--- src/rtl/mp_tcm_arbiter.sv ---
// mp_tcm_arbiter: round-robin arbiter sharing one TCM port among N cores, broadcasting write invalidates
module mp_tcm_arbiter #(
  parameter int N = 4,
  parameter int AW = 16,
  parameter int DW = 128
) (
  input  logic            clk,
  input  logic            rst_n,
  input  logic [N-1:0]    core_rd_req,
  input  logic [N-1:0]    core_wr_req,
  input  logic [N*AW-1:0] core_addr,
  input  logic [N*DW-1:0] core_wdata,
  output logic [N-1:0]    core_finish,
  output logic [DW-1:0]   core_rdata,
  output logic [N-1:0]    core_invalid,
  output logic [AW-1:0]   core_invalid_addr,
  output logic            tcm_rd,
  output logic            tcm_wr,
  output logic [AW-1:0]   tcm_addr,
  output logic [DW-1:0]   tcm_wdata,
  input  logic            tcm_done,
  input  logic [DW-1:0]   tcm_rdata,
  output logic            busy
);
  localparam int GW = $clog2(N);
  localparam logic [1:0] IDLE = 2'd0, XFER = 2'd1, RESP = 2'd2;
  logic [1:0] state;
  logic [GW-1:0] ptr, g, nxt_g, idx;
  logic is_wr;
  logic [DW-1:0] rdata;
  logic [N-1:0] req, g_oh;
  assign req = core_rd_req | core_wr_req;
  assign g_oh = N'(1) << g;
  always_comb begin
    nxt_g = ptr;
    idx = '0;
    for (int k = N - 1; k >= 0; k--) begin
      idx = GW'((int'(ptr) + k) % N);
      if (req[idx]) nxt_g = idx;
    end
  end
  always_ff @(posedge clk or negedge rst_n)
    if (!rst_n) begin
      state <= IDLE;
      ptr <= '0;
      g <= '0;
      is_wr <= 1'b0;
      tcm_addr <= '0;
      tcm_wdata <= '0;
      rdata <= '0;
    end else if (state == IDLE) begin
      if (|req) begin
        state <= XFER;
        g <= nxt_g;
        is_wr <= core_wr_req[nxt_g];
        tcm_addr <= core_addr[nxt_g*AW +: AW];
        tcm_wdata <= core_wdata[nxt_g*DW +: DW];
      end
    end else if (state == XFER) begin
      if (tcm_done) begin
        state <= RESP;
        if (!is_wr) rdata <= tcm_rdata;
      end
    end else begin
      state <= IDLE;
      ptr <= GW'((int'(g) + 1) % N);
    end
  assign tcm_rd = state == XFER && !is_wr;
  assign tcm_wr = state == XFER && is_wr;
  assign busy = state != IDLE;
  assign core_finish = state == RESP ? g_oh : '0;
  assign core_invalid = state == RESP && is_wr ? ~g_oh : '0;
  assign core_invalid_addr = tcm_addr;
  assign core_rdata = rdata;
endmodule

--- config.mk ---
export PLATFORM = sky130hd
export DESIGN_NAME = mp_tcm_arbiter
export DESIGN_NICKNAME = d
export VERILOG_FILES = /design/src/rtl/mp_tcm_arbiter.sv
export SDC_FILE = /design/constraint.sdc
export NUM_CORES = 1
export LEC_CHECK = 0
export ABC_AREA = 1
export CAP_MARGIN = 10
export CORE_AREA = 2 2 397 399
export DETAILED_ROUTE_END_ITERATION = 8
export DIE_AREA = 0 0 399 401
export PLACE_DENSITY = 0.3
export SYNTH_ARGS = -nofsm -noshare
export SYNTH_HDL_FRONTEND = slang
export SYNTH_SLANG_ARGS = --single-unit
--- constraint.sdc ---
create_clock -name clk -period 2.1 [get_ports clk]
set_clock_uncertainty 0.1 [all_clocks]
set_input_delay 0.315 -clock clk [delete_from_list [all_inputs] [get_ports clk]]
set_output_delay 0.315 -clock clk [all_outputs]
set_load 0.05 [all_outputs]
# After elaboration in Yosys (flattened, before gate mapping)

Index checks and enable logic that the tools add are counted.

Register bits after elaboration: 279
Output and inout port bits: 299
Input port bits: 715
Word-level logic and storage cells: 59

Bitwise operators: 5
Eq/ne operators: 4
Add/subtract/negate cells: 4
Magnitude comparators: 5
Reductions and logical operators: 11
Mux-type cells: 20
Shift operators: 3

Operators by type and width:

| cell                  | count |
|---|---|
| $shiftx A512 B10 Y128 | 1 |
| $shiftx A64 B7 Y16    | 1 |
| $mux W2               | 8 |
| $lt A2 B3 Y1 const B  | 5 |
| $bmux W1 S2           | 5 |
| $mux W4               | 2 |
| $reduce_and A2 Y1     | 3 |
| $mux W1               | 5 |
| $add A2 B1 Y2 const B | 2 |
| $add A2 B2 Y2 const B | 2 |
| $not A4 Y4            | 1 |
| $or A4 B4 Y4          | 1 |
| $reduce_and A4 Y1     | 1 |
| $reduce_or A4 Y1      | 1 |
| $shl A1 B2 Y4 const A | 1 |
| $logic_and A1 B1 Y1   | 3 |
| $ne A3 B3 Y1 const B  | 1 |
| $not A1 Y1            | 3 |
| $eq A2 B1 Y1 const B  | 1 |
| $eq A2 B2 Y1 const B  | 1 |
| $logic_not A2 Y1      | 1 |
| $ne A2 B1 Y1 const B  | 1 |
| $reduce_bool A2 Y1    | 1 |
| $logic_not A1 Y1      | 1 |

# Longest topological paths before layout

Gate-level depths: netlist of the first run.

Depth in word-level cells: 9
Gate-level depth with buffers: 18
Depth with buffers taken out: 15

# Worst setup path before layout of the first run

OpenSTA, ideal clock, no wires.

Path kind: register to register
Start point: register ptr[0]
End point: register tcm_wdata[10]
Buffers on the path: 4
Setup slack: 0.119 ns
Arrival: 1.763 ns
Cell stages (with the launch flop): 16
Period minus slack after synthesis: 1.981 ns
Setup time: 0.118 ns
Data required time: 1.882 ns
Cell sequence: dfrtp_1 buf_4 inv_6 nand2_1 and2_1 nand2_1 nand2_1 inv_2 nand3_2 buf_4 buf_6 buf_4 nand3_1 nand3_1 nand3_1 nand2_1

Cells in the longest elaborated chain, start to end: 8
Elaborated cells on any way between the ends: 16
Classes of those cells: 3 x add/sub; 1 x shift; 12 x mux

Ends and longest elaborated chain:

| item                          | line | source |
|---|---|---|
| from (decl)                   | 28   | `logic [GW-1:0] ptr, g, nxt_g, idx;` |
| from (signal assigned)        | 66   | `ptr <= GW'((int'(g) + 1) % N);` |
| $add A2 B2 Y2                 | 38   | `idx = GW'((int'(ptr) + k) % N);` |
| $bmux W1 S2                   | 39   | `if (req[idx]) nxt_g = idx;` |
| $mux W1 (implied by the code) | 39   |  |
| $mux W2 (3 in a row)          | 39   |  |
| $mux W2 (*)                   | 39   |  |
| $shiftx A512 B10 Y128 (*)     | 57   | `tcm_wdata <= core_wdata[nxt_g*DW +: DW];` |
| to (signal assigned)          | 57   |  |
| to (decl)                     | 20   | `output logic [DW-1:0] tcm_wdata,` |

Mark *: on every way between the ends. The rest lies on a longest branch, timed or not. The select of a mux whose other input is x is not followed.
A chain may end at the register's enable or synchronous reset.

# Final worst setup path of the first run

Start point: register ptr[0]
End point: register tcm_wdata[46]

Same word-level chain as after synthesis.

==> impl_metrics.prom, run 1 <==
# TYPE chip_impl_metric gauge
chip_impl_info{name="outcome",value="complete, but fails checks"} 1
chip_impl_info{name="failed_checks",value="setup timing"} 1
chip_impl_metric{name="worst_pin_slew",unit="ns"} 0.633
chip_impl_metric{name="layout.cell_area.non_filler",unit="mm2"} 0.0340
chip_impl_metric{name="fill_cells",unit=""} 17204
chip_impl_metric{name="synth-seq-cells",unit=""} 279
chip_impl_metric{name="layout-drive-gt1-share",unit="%"} 26.7
chip_impl_metric{name="first_global_vias",unit=""} 21044
chip_impl_metric{name="synth_cell_type_count",unit=""} 24
chip_impl_metric{name="detail_route.wl_per_cell",unit="um"} 25.0
chip_impl_metric{name="fin_hold_viols",unit=""} 0
chip_impl_metric{name="flow.area_growth_from_synthesis",unit="%"} 110
chip_impl_info{name="root_buffer",value="sky130_fd_sc_hd__clkbuf_16"} 1
chip_impl_metric{name="synth_sequential_area_ratio",unit="%"} 43.2
chip_impl_metric{name="cts_max_level",unit=""} 2
chip_impl_metric{name="synth.cell_area",unit="mm2"} 0.0162
chip_impl_metric{name="worst-endpoint-required",unit="ns"} 2.54
chip_impl_metric{name="synth-edff-count",unit=""} 0
chip_impl_metric{name="finalMaxSlewViolations",unit=""} 0
chip_impl_metric{name="post_drt_via_cell_ratio",unit=""} 3.78
chip_impl_info{name="timing.critical_path.to_type",value="flip-flop"} 1
chip_impl_metric{name="reg2regPathDepth",unit=""} 17
chip_impl_info{name="cp-startpoint",value="ptr[0]$_DFFE_PN0P_"} 1
chip_impl_info{name="rr_startpoint",value="ptr[0]$_DFFE_PN0P_"} 1
chip_impl_metric{name="synth_area_per_cell",unit="um2"} 8.05
chip_impl_metric{name="relSlewSlack",unit="%"} 57.7
chip_impl_info{name="synthFlopType",value="sky130_fd_sc_hd__dfrtp_1"} 1
chip_impl_metric{name="setup-violations-final",unit=""} 327
chip_impl_metric{name="fin_nets",unit=""} 3870
chip_impl_metric{name="post_synth_xor_area_fraction",unit="%"} 0
chip_impl_metric{name="post_synth_fa_ha_maj_area_fraction",unit="%"} 0.309
chip_impl_metric{name="first_iter_violations",unit=""} 1024
chip_impl_metric{name="clock_latency",unit="ns"} 0.59
chip_impl_info{name="unrepaired_setup_endpoints_after_global_routing",value="true"} 1
chip_impl_metric{name="final_util",unit="%"} 21.9
chip_impl_metric{name="min_period_over_period",unit="%"} 116
chip_impl_metric{name="grt_overflow",unit=""} 0
chip_impl_metric{name="io_buffer_count",unit=""} 1013
chip_impl_metric{name="design.core.area",unit="mm2"} 0.156
chip_impl_metric{name="netlist_instances",unit=""} 2010
chip_impl_metric{name="simple_gate_fraction_of_synth_area",unit="%"} 39.8
chip_impl_metric{name="antenna_found_initial",unit=""} 6
chip_impl_metric{name="finalWirelength",unit="um"} 131000
chip_impl_metric{name="globalplace.congestion",unit=""} 0.842
chip_impl_info{name="hold_path.class",value="input pin to asynchronous set/reset pin"} 1
chip_impl_metric{name="synth_top_area_share",unit="%"} 43.2
chip_impl_info{name="cts_tree",value="yes"} 1
chip_impl_metric{name="clock_sinks",unit=""} 279
chip_impl_metric{name="grt.total_usage",unit="%"} 15.5
chip_impl_metric{name="ys.warnings.count",unit=""} 0
chip_impl_metric{name="remaining_drc_errors",unit=""} 0
chip_impl_info{name="most_repeated_cell_in_the_gate_level_netlist_after_synthesis",value="sky130_fd_sc_hd__nand3_1"} 1
chip_impl_info{name="criticalPathCategory",value="flip-flop to flip-flop"} 1
chip_impl_metric{name="num_rows",unit=""} 145
chip_impl_metric{name="critical_path_peak_fanout",unit=""} 8
chip_impl_metric{name="numCtsBuffers",unit=""} 44
chip_impl_metric{name="post-dp-hpwl",unit="um"} 100000
chip_impl_metric{name="design_power_total",unit="W"} 0.0708
chip_impl_metric{name="num_vias",unit=""} 19828
chip_impl_metric{name="maxClockFrequency",unit="MHz"} 411
chip_impl_metric{name="synth-compound-area-share",unit="%"} 0.255
chip_impl_metric{name="max-cap-violations",unit=""} 0
chip_impl_metric{name="io-pin-count",unit=""} 1014
chip_impl_metric{name="dpl-instance-area",unit="mm2"} 0.0300
chip_impl_metric{name="async_set_or_reset_flop_fraction_in_the_synthesized_netlist",unit="%"} 100
chip_impl_info{name="post-synth-top-area-cell",value="sky130_fd_sc_hd__dfrtp_1"} 1
chip_impl_metric{name="fin_hold_ws",unit="ns"} 0.0752
chip_impl_metric{name="post_synthesis_net_count",unit=""} 2729
chip_impl_info{name="synth_top_family_by_area",value="simple AND/OR/NAND/NOR gates"} 1
chip_impl_metric{name="dp_worst_setup_slack",unit="ns"} -1.41
chip_impl_info{name="post_synth_most_frequent_cells",value="sky130_fd_sc_hd__nand3_1, sky130_fd_sc_hd__nand2_1, sky130_fd_sc_hd__dfrtp_1"} 1
chip_impl_metric{name="leakage_power_summed_over_all_cells",unit="nW"} 14.6
chip_impl_metric{name="floorplan.die.width",unit="um"} 399
chip_impl_info{name="worst_setup_path_start_kind",value="flip-flop"} 1
chip_impl_info{name="synth.area.top_cells",value="sky130_fd_sc_hd__dfrtp_1, sky130_fd_sc_hd__nand3_1, sky130_fd_sc_hd__nand2_1"} 1
chip_impl_metric{name="clk_path_buf_depth",unit=""} 3
chip_impl_metric{name="firstDrtPassIters",unit=""} 5
chip_impl_metric{name="final.min_clock_period",unit="ns"} 2.43
chip_impl_metric{name="die_h",unit="um"} 401
chip_impl_metric{name="power-per-cell-area",unit="mW/mm2"} 2080
chip_impl_metric{name="worst_setup_hold_path_clk_slew",unit="ns"} 0.06
chip_impl_metric{name="die_area",unit="mm2"} 0.160
chip_impl_metric{name="vdd.ir_drop.worst",unit="V"} 0.000950
chip_impl_metric{name="synth.mux.area_fraction",unit="%"} 8.91
chip_impl_metric{name="cp.arrival",unit="ns"} 2.87
chip_impl_info{name="critPathCapture",value="tcm_wdata[46]$_DFFE_PN0P_"} 1
chip_impl_metric{name="timing.reg2reg.setup_slack",unit="ns"} -0.33
chip_impl_info{name="worst_r2r_endpoint",value="tcm_wdata[46]$_DFFE_PN0P_"} 1
chip_impl_metric{name="pin_count_of_the_biggest_net_entering_global_routing",unit=""} 53
chip_impl_metric{name="grt_pass1_wl",unit="um"} 175000
chip_impl_metric{name="setup_ws",unit="ns"} -0.334
chip_impl_metric{name="initial_utilization",unit="%"} 10.4
chip_impl_metric{name="ant_nets",unit=""} 0
[cell type report]
cell class	count	area [um2]	share of cell area [%]
Antenna cell	3	7.51	0.0221
Clock buffer	64	1240	3.63
Clock inverter	15	184	0.540
Inverter	20	105	0.309
Multi-Input combinational cell	1507	9090	26.7
Sequential cell	279	6980	20.5
Tap cell	2058	2570	7.56
Timing Repair Buffer	1299	13900	40.7
[timing repair]
item / 4_1_cts / 5_1_grt
setup buffers: 21 / 12
endpoints found under the hold margin: 170 / 0
endpoints found under the setup margin: 328 / 328
gates resized for setup: 187 / 145
hold buffers: 1 / 0
pin swaps: 26 / 32
gates cloned: 16 / 15
[critical path, cell delays in order, from the launching register on]
cell                      delay [ns]
sky130_fd_sc_hd__dfrtp_1        0.39
sky130_fd_sc_hd__buf_12         0.16
sky130_fd_sc_hd__inv_8          0.07
sky130_fd_sc_hd__nand2_4        0.06
sky130_fd_sc_hd__nand2_8        0.09
sky130_fd_sc_hd__nand3_4        0.08
sky130_fd_sc_hd__o21ai_4        0.08
sky130_fd_sc_hd__inv_2          0.06
sky130_fd_sc_hd__nand2_4        0.12
sky130_fd_sc_hd__nand2_8        0.08
sky130_fd_sc_hd__buf_12         0.13
sky130_fd_sc_hd__nand2_8        0.12
sky130_fd_sc_hd__buf_12         0.17
sky130_fd_sc_hd__buf_4          0.13
sky130_fd_sc_hd__nand3_1        0.16
sky130_fd_sc_hd__nand3_2        0.14
sky130_fd_sc_hd__nand3_2        0.10
sky130_fd_sc_hd__nand2_1        0.07
[power by group]
group | internal, W | switching [W] | leakage [nW] | total [W]
sequential | 0.00825 | 0.00185 | 3.36 | 0.0101
clock | 0.00446 | 0.00306 | 0.701 | 0.00751
combinational | 0.0204 | 0.0327 | 10.5 | 0.0531
[worst min path at each step]
stage,start,end
6_report,rst_n,core_rdata[79]$_DFFE_PN0P_
4_1_cts,rst_n,core_rdata[79]$_DFFE_PN0P_
3_3_place_gp,rst_n,core_rdata[79]$_DFFE_PN0P_
2_1_floorplan,rst_n,core_invalid_addr[0]$_DFFE_PN0P_
5_1_grt,rst_n,core_rdata[79]$_DFFE_PN0P_
3_5_place_dp,rst_n,core_rdata[79]$_DFFE_PN0P_
[per-layer routing]
metal  track usage, %  vias to the layer above  routed length [um]
met5                0                        -                  29
met1             18.7                     9777               54300
met2             28.1                      706               67200
met4             2.87                        4                2230
li1                 -                     9240                   -
met3             3.23                      101                7440
[registers in the layout, summed over array words and instances, names as in the netlist]
signal and count:
is_wr 1, state 2, g 2, core_invalid_addr 16, core_rdata 128, ptr 2
tcm_wdata 128
[cell families after synthesis]
logic type	Yosys count
fa+ha+maj	4
simple gates	1367
compound gates	7
flops	279
mux	128
buf+inv	225
[per-stage QoR]
stage / TNS, ns / cells
final: -54.73 / 5245
after global routing: -92.20 / 5243
after CTS: -72.59 / 5215
after detailed placement: -154.65 / 5099
after global placement: -153.91 / 5099
after floorplan: 0 / 2010
[cell usage in the layout (no fill, tap or decap), drive strengths merged, types with 3 or more instances in the layout]
cell type / count
clkdlybuf4s50: 883
nand3: 879
nand2: 469
buf: 399
dfrtp: 279
mux2: 128
clkbuf: 79
inv: 20
nor2: 18
clkinv: 12
o21ai: 6
ha: 4
diode: 3
bufinv: 3
No activity file was read; power rests on OpenSTA's default activity.
==> run 2: changes to the inputs <==
--- a/config.mk
+++ b/config.mk
@@ -6,11 +6,12 @@
 export NUM_CORES = 1
 export LEC_CHECK = 0
 export ABC_AREA = 1
-export CAP_MARGIN = 10
+export CAP_MARGIN = 20
 export CORE_AREA = 2 2 397 399
 export DETAILED_ROUTE_END_ITERATION = 8
 export DIE_AREA = 0 0 399 401
 export PLACE_DENSITY = 0.3
+export SLEW_MARGIN = 20
 export SYNTH_ARGS = -nofsm -noshare
 export SYNTH_HDL_FRONTEND = slang
 export SYNTH_SLANG_ARGS = --single-unit
==> results of run 2 <==
Same layout as run 1: the final DEF is identical, and so are final timing and power.
==> run 3: changes to the inputs <==
--- a/config.mk
+++ b/config.mk
@@ -5,11 +5,11 @@
 export SDC_FILE = /design/constraint.sdc
 export NUM_CORES = 1
 export LEC_CHECK = 0
-export ABC_AREA = 1
+export ABC_AREA = 0
 export CAP_MARGIN = 20
-export CORE_AREA = 2 2 397 399
+export CORE_AREA = 2 2 399 401
 export DETAILED_ROUTE_END_ITERATION = 8
-export DIE_AREA = 0 0 399 401
+export DIE_AREA = 0 0 401 403
 export PLACE_DENSITY = 0.3
 export SLEW_MARGIN = 20
 export SYNTH_ARGS = -nofsm -noshare
==> run 3 against run 2 <==
Final cell count shrank 16%. Non-clock buffer count decreased by 105. Register-to-register slack improved by 0.10 ns. Hold slack better by 0.0062 ns. Wire length shrank 20%. Flip-flop and latch count stayed put. Cell area is 5.2% lower. Combinational power shrank 33%. First-iteration DRC count fell by 52%. The flow still finishes with violations (setup timing). Via count shrank 26%. Synthesized cell count shrank 42%.
==> impl_metrics.prom, run 3 <==
# TYPE chip_impl_metric gauge
chip_impl_info{name="outcome",value="complete, but fails checks"} 1
chip_impl_info{name="failed_checks",value="setup timing"} 1
chip_impl_metric{name="post_synthesis_net_count",unit=""} 1882
chip_impl_metric{name="flow.area_growth_from_synthesis",unit="%"} 116
chip_impl_info{name="worst_setup_path_start_kind",value="input pin"} 1
chip_impl_metric{name="min_period_over_period",unit="%"} 113
chip_impl_metric{name="grt_overflow",unit=""} 0
chip_impl_info{name="post-synth-top-area-cell",value="sky130_fd_sc_hd__dfrtp_1"} 1
chip_impl_info{name="rr_startpoint",value="ptr[1]$_DFFE_PN0P_"} 1
chip_impl_metric{name="antenna_found_initial",unit=""} 27
chip_impl_metric{name="post-dp-hpwl",unit="um"} 81800
chip_impl_metric{name="globalplace.congestion",unit=""} 0.806
chip_impl_metric{name="grt_pass1_wl",unit="um"} 137000
chip_impl_metric{name="worst-endpoint-required",unit="ns"} 2.47
chip_impl_metric{name="io_buffer_count",unit=""} 1013
chip_impl_metric{name="netlist_instances",unit=""} 1163
chip_impl_metric{name="cp_num_cells",unit=""} 10
chip_impl_metric{name="synth-seq-cells",unit=""} 279
chip_impl_info{name="mostFrequentLayoutCells",value="sky130_fd_sc_hd__clkdlybuf4s50_1, sky130_fd_sc_hd__dfrtp_1, sky130_fd_sc_hd__buf_4"} 1
chip_impl_info{name="synthFlopType",value="sky130_fd_sc_hd__dfrtp_1"} 1
chip_impl_metric{name="synth_area_per_cell",unit="um2"} 12.8
chip_impl_metric{name="fin_hold_ws",unit="ns"} 0.0814
chip_impl_metric{name="synth_sequential_area_ratio",unit="%"} 46.8
chip_impl_metric{name="fin_hold_viols",unit=""} 0
chip_impl_metric{name="design.core.area",unit="mm2"} 0.157
chip_impl_metric{name="power-per-cell-area",unit="mW/mm2"} 1670
chip_impl_metric{name="worst_setup_hold_path_clk_slew",unit="ns"} 0.05
chip_impl_metric{name="num_rows",unit=""} 146
chip_impl_metric{name="die_h",unit="um"} 403
chip_impl_metric{name="final.min_clock_period",unit="ns"} 2.37
chip_impl_metric{name="leakage_power_summed_over_all_cells",unit="nW"} 13.7
chip_impl_info{name="critical-path-top-delay-family",value="buffers and inverters"} 1
chip_impl_metric{name="first_global_vias",unit=""} 16382
chip_impl_metric{name="setup-violations-final",unit=""} 151
chip_impl_metric{name="vdd.ir_drop.worst",unit="V"} 0.000989
chip_impl_metric{name="dp_worst_setup_slack",unit="ns"} -1.14
chip_impl_info{name="most_repeated_cell_in_the_gate_level_netlist_after_synthesis",value="sky130_fd_sc_hd__mux2i_1"} 1
chip_impl_metric{name="ys.warnings.count",unit=""} 0
chip_impl_info{name="unrepaired_setup_endpoints_after_global_routing",value="true"} 1
chip_impl_metric{name="floorplan.die.width",unit="um"} 401
chip_impl_metric{name="clock_sinks",unit=""} 279
chip_impl_info{name="cp_cell_sequence",value="clkdlybuf4s50_1, nor2_2, o21ai_1, a222oi_1, buf_4, buf_12, buf_16, buf_12, mux2i_2, o221ai_1"} 1
chip_impl_metric{name="synth_cell_type_count",unit=""} 34
chip_impl_info{name="root_buffer",value="sky130_fd_sc_hd__clkbuf_16"} 1
chip_impl_metric{name="timing.setup.tns",unit="ns"} -27.00
chip_impl_metric{name="worst_pin_slew",unit="ns"} 0.585
chip_impl_metric{name="critical_path_peak_fanout",unit=""} 11
chip_impl_metric{name="m1WireLength",unit="um"} 40900
chip_impl_info{name="hold_path.class",value="input pin to asynchronous set/reset pin"} 1
chip_impl_metric{name="layout-drive-gt1-share",unit="%"} 32.4
chip_impl_info{name="crit_slowest_cell",value="sky130_fd_sc_hd__clkdlybuf4s50_1"} 1
chip_impl_metric{name="clk_path_buf_depth",unit=""} 3
chip_impl_metric{name="ant_nets",unit=""} 0
chip_impl_metric{name="maxClockFrequency",unit="MHz"} 422
chip_impl_metric{name="synth-edff-count",unit=""} 0
chip_impl_info{name="critPathCapture",value="tcm_wdata[118]$_DFFE_PN0P_"} 1
chip_impl_metric{name="grt.total_usage",unit="%"} 12.1
chip_impl_info{name="cp-startpoint",value="core_rd_req[3]"} 1
chip_impl_metric{name="fin_nets",unit=""} 3010
chip_impl_metric{name="async_set_or_reset_flop_fraction_in_the_synthesized_netlist",unit="%"} 100
chip_impl_info{name="layout_commonest_cell",value="sky130_fd_sc_hd__clkdlybuf4s50_1"} 1
chip_impl_metric{name="timing.reg2reg.setup_slack",unit="ns"} -0.23
chip_impl_metric{name="setup_ws",unit="ns"} -0.269
chip_impl_metric{name="finalMaxSlewViolations",unit=""} 0
chip_impl_info{name="synth.area.top_cells",value="sky130_fd_sc_hd__dfrtp_1, sky130_fd_sc_hd__mux2i_1, sky130_fd_sc_hd__mux2_2"} 1
chip_impl_metric{name="detail_route.wl_per_cell",unit="um"} 23.8
chip_impl_metric{name="relSlewSlack",unit="%"} 61.2
chip_impl_info{name="criticalPathCategory",value="input pin to flip-flop"} 1
chip_impl_metric{name="finalWirelength",unit="um"} 105000
chip_impl_metric{name="num_vias",unit=""} 14679
chip_impl_metric{name="io-pin-count",unit=""} 1014
chip_impl_info{name="timing.critical_path.to_type",value="flip-flop"} 1
chip_impl_info{name="critical_path.most_common_cell",value="sky130_fd_sc_hd__buf_12"} 1
chip_impl_metric{name="die_area",unit="mm2"} 0.162
chip_impl_info{name="worst_r2r_endpoint",value="tcm_wdata[118]$_DFFE_PN0P_"} 1
chip_impl_metric{name="post_drt_via_cell_ratio",unit=""} 3.33
chip_impl_metric{name="initial_utilization",unit="%"} 9.47
chip_impl_metric{name="cts_max_level",unit=""} 2
chip_impl_info{name="cts_tree",value="yes"} 1
chip_impl_metric{name="cp.arrival",unit="ns"} 2.73
chip_impl_metric{name="met3_length",unit="um"} 8260
chip_impl_info{name="post_synth_most_frequent_cells",value="sky130_fd_sc_hd__mux2i_1, sky130_fd_sc_hd__dfrtp_1, sky130_fd_sc_hd__nand2_1"} 1
chip_impl_metric{name="reg2regPathDepth",unit=""} 9
chip_impl_metric{name="max-cap-violations",unit=""} 0
chip_impl_info{name="top_layer_used",value="met5"} 1
chip_impl_metric{name="synth.cell_area",unit="mm2"} 0.0149
chip_impl_metric{name="first_iter_violations",unit=""} 488
chip_impl_metric{name="cp.buffers_inverters",unit=""} 5
chip_impl_metric{name="crit_path_max_incr_delay",unit="ns"} 0.45
chip_impl_metric{name="numCtsBuffers",unit=""} 45
chip_impl_metric{name="clock_latency",unit="ns"} 0.64
chip_impl_metric{name="routed-wl-met2",unit="um"} 53100
chip_impl_metric{name="pin_count_of_the_biggest_net_entering_global_routing",unit=""} 46
chip_impl_metric{name="firstDrtPassIters",unit=""} 5
chip_impl_metric{name="synth_top_area_share",unit="%"} 46.8
chip_impl_metric{name="remaining_drc_errors",unit=""} 0
-- run 3: metrics by stage --
step	cell area, um2	util (%)	cells	power [W]
final	32300	20.5	4411	0.0538
after global routing	32300	20.5	4409	0.0566
after CTS	30600	19.4	4374	0.0525
after detailed placement	28000	17.8	4267	0.0423
after global placement	28000	17.8	4267	0.0422
after floorplan	14900	-	1163	0.0294
-- run 3: what timing repair did --
| item | CTS | global route |
|---|---|---|
| setup buffers | 15 | 9 |
| endpoints found under the hold margin | 129 | 0 |
| gates cloned | 11 | 20 |
| pin swaps | 19 | 15 |
| resized for setup | 273 | 257 |
| hold buffers | 1 | 0 |
| endpoints found under the setup margin | 459 | 241 |
-- run 3: worst min-delay path by stage --
| stage | slack, ns | start | end |
|---|---|---|---|
| finish | 0.08 | rst_n | tcm_wdata[76]$_DFFE_PN0P_ |
| global route | 0.07 | rst_n | tcm_wdata[76]$_DFFE_PN0P_ |
| global placement | 0.18 | rst_n | tcm_wdata[76]$_DFFE_PN0P_ |
| CTS | 0.04 | rst_n | tcm_wdata[76]$_DFFE_PN0P_ |
| floorplan | -0.08 | rst_n | core_invalid_addr[0]$_DFFE_PN0P_ |
| detailed placement | 0.18 | rst_n | tcm_wdata[76]$_DFFE_PN0P_ |
-- run 3: layout make-up --
| type | instances | area [um2] |
|---|---|---|
| Antenna cell | 12 | 30.0 |
| Clock buffer | 64 | 1300 |
| Clock inverter | 19 | 295 |
| Fill cell | 17110 | 125000 |
| Inverter | 4 | 17.5 |
| Multi-Input combinational cell | 767 | 8290 |
| Sequential cell | 279 | 6990 |
| Tap cell | 2072 | 2590 |
| Timing Repair Buffer | 1194 | 12800 |
-- run 3: logic make-up (layout without fill, tap and decap cells) --
family                     after synthesis  after routing  share of synthesized area (%)
AOI/OAI and AO/OA                      164            164                           12.4
adders and majority gates                6              6                          0.470
buffers and inverters                  117           1281                           6.39
DFF                                    279            279                           46.8
muxes                                  416            416                           29.0
other                                    0             12                              0
and+or+nand+nor                        181            181                           4.87
-- run 3: report_power, final --
group	switching, W	internal [W]	leakage [nW]
Combinational	0.0214	0.0142	9.56
Sequential	0.00181	0.00819	3.37
Clock	0.00323	0.00495	0.780
-- run 3: metal layers --
layer / global-route usage [%] / up-vias
met2: 21.2 / 593
met3: 4.45 / 113
met1: 13.5 / 7283
met5: 0.416 / -
li1: - / 6666
met4: 3.77 / 24
-- run 3: worst reg2reg max path: stages, from the launching register on --
cell and delay [ns]:
sky130_fd_sc_hd__dfrtp_2 0.42, sky130_fd_sc_hd__buf_6 0.15, sky130_fd_sc_hd__o22ai_2 0.07, sky130_fd_sc_hd__a222oi_1 0.34
sky130_fd_sc_hd__buf_4 0.18, sky130_fd_sc_hd__buf_6 0.09, sky130_fd_sc_hd__or2_4 0.27, sky130_fd_sc_hd__clkbuf_16 0.29
sky130_fd_sc_hd__buf_8 0.16, sky130_fd_sc_hd__o221ai_1 0.12
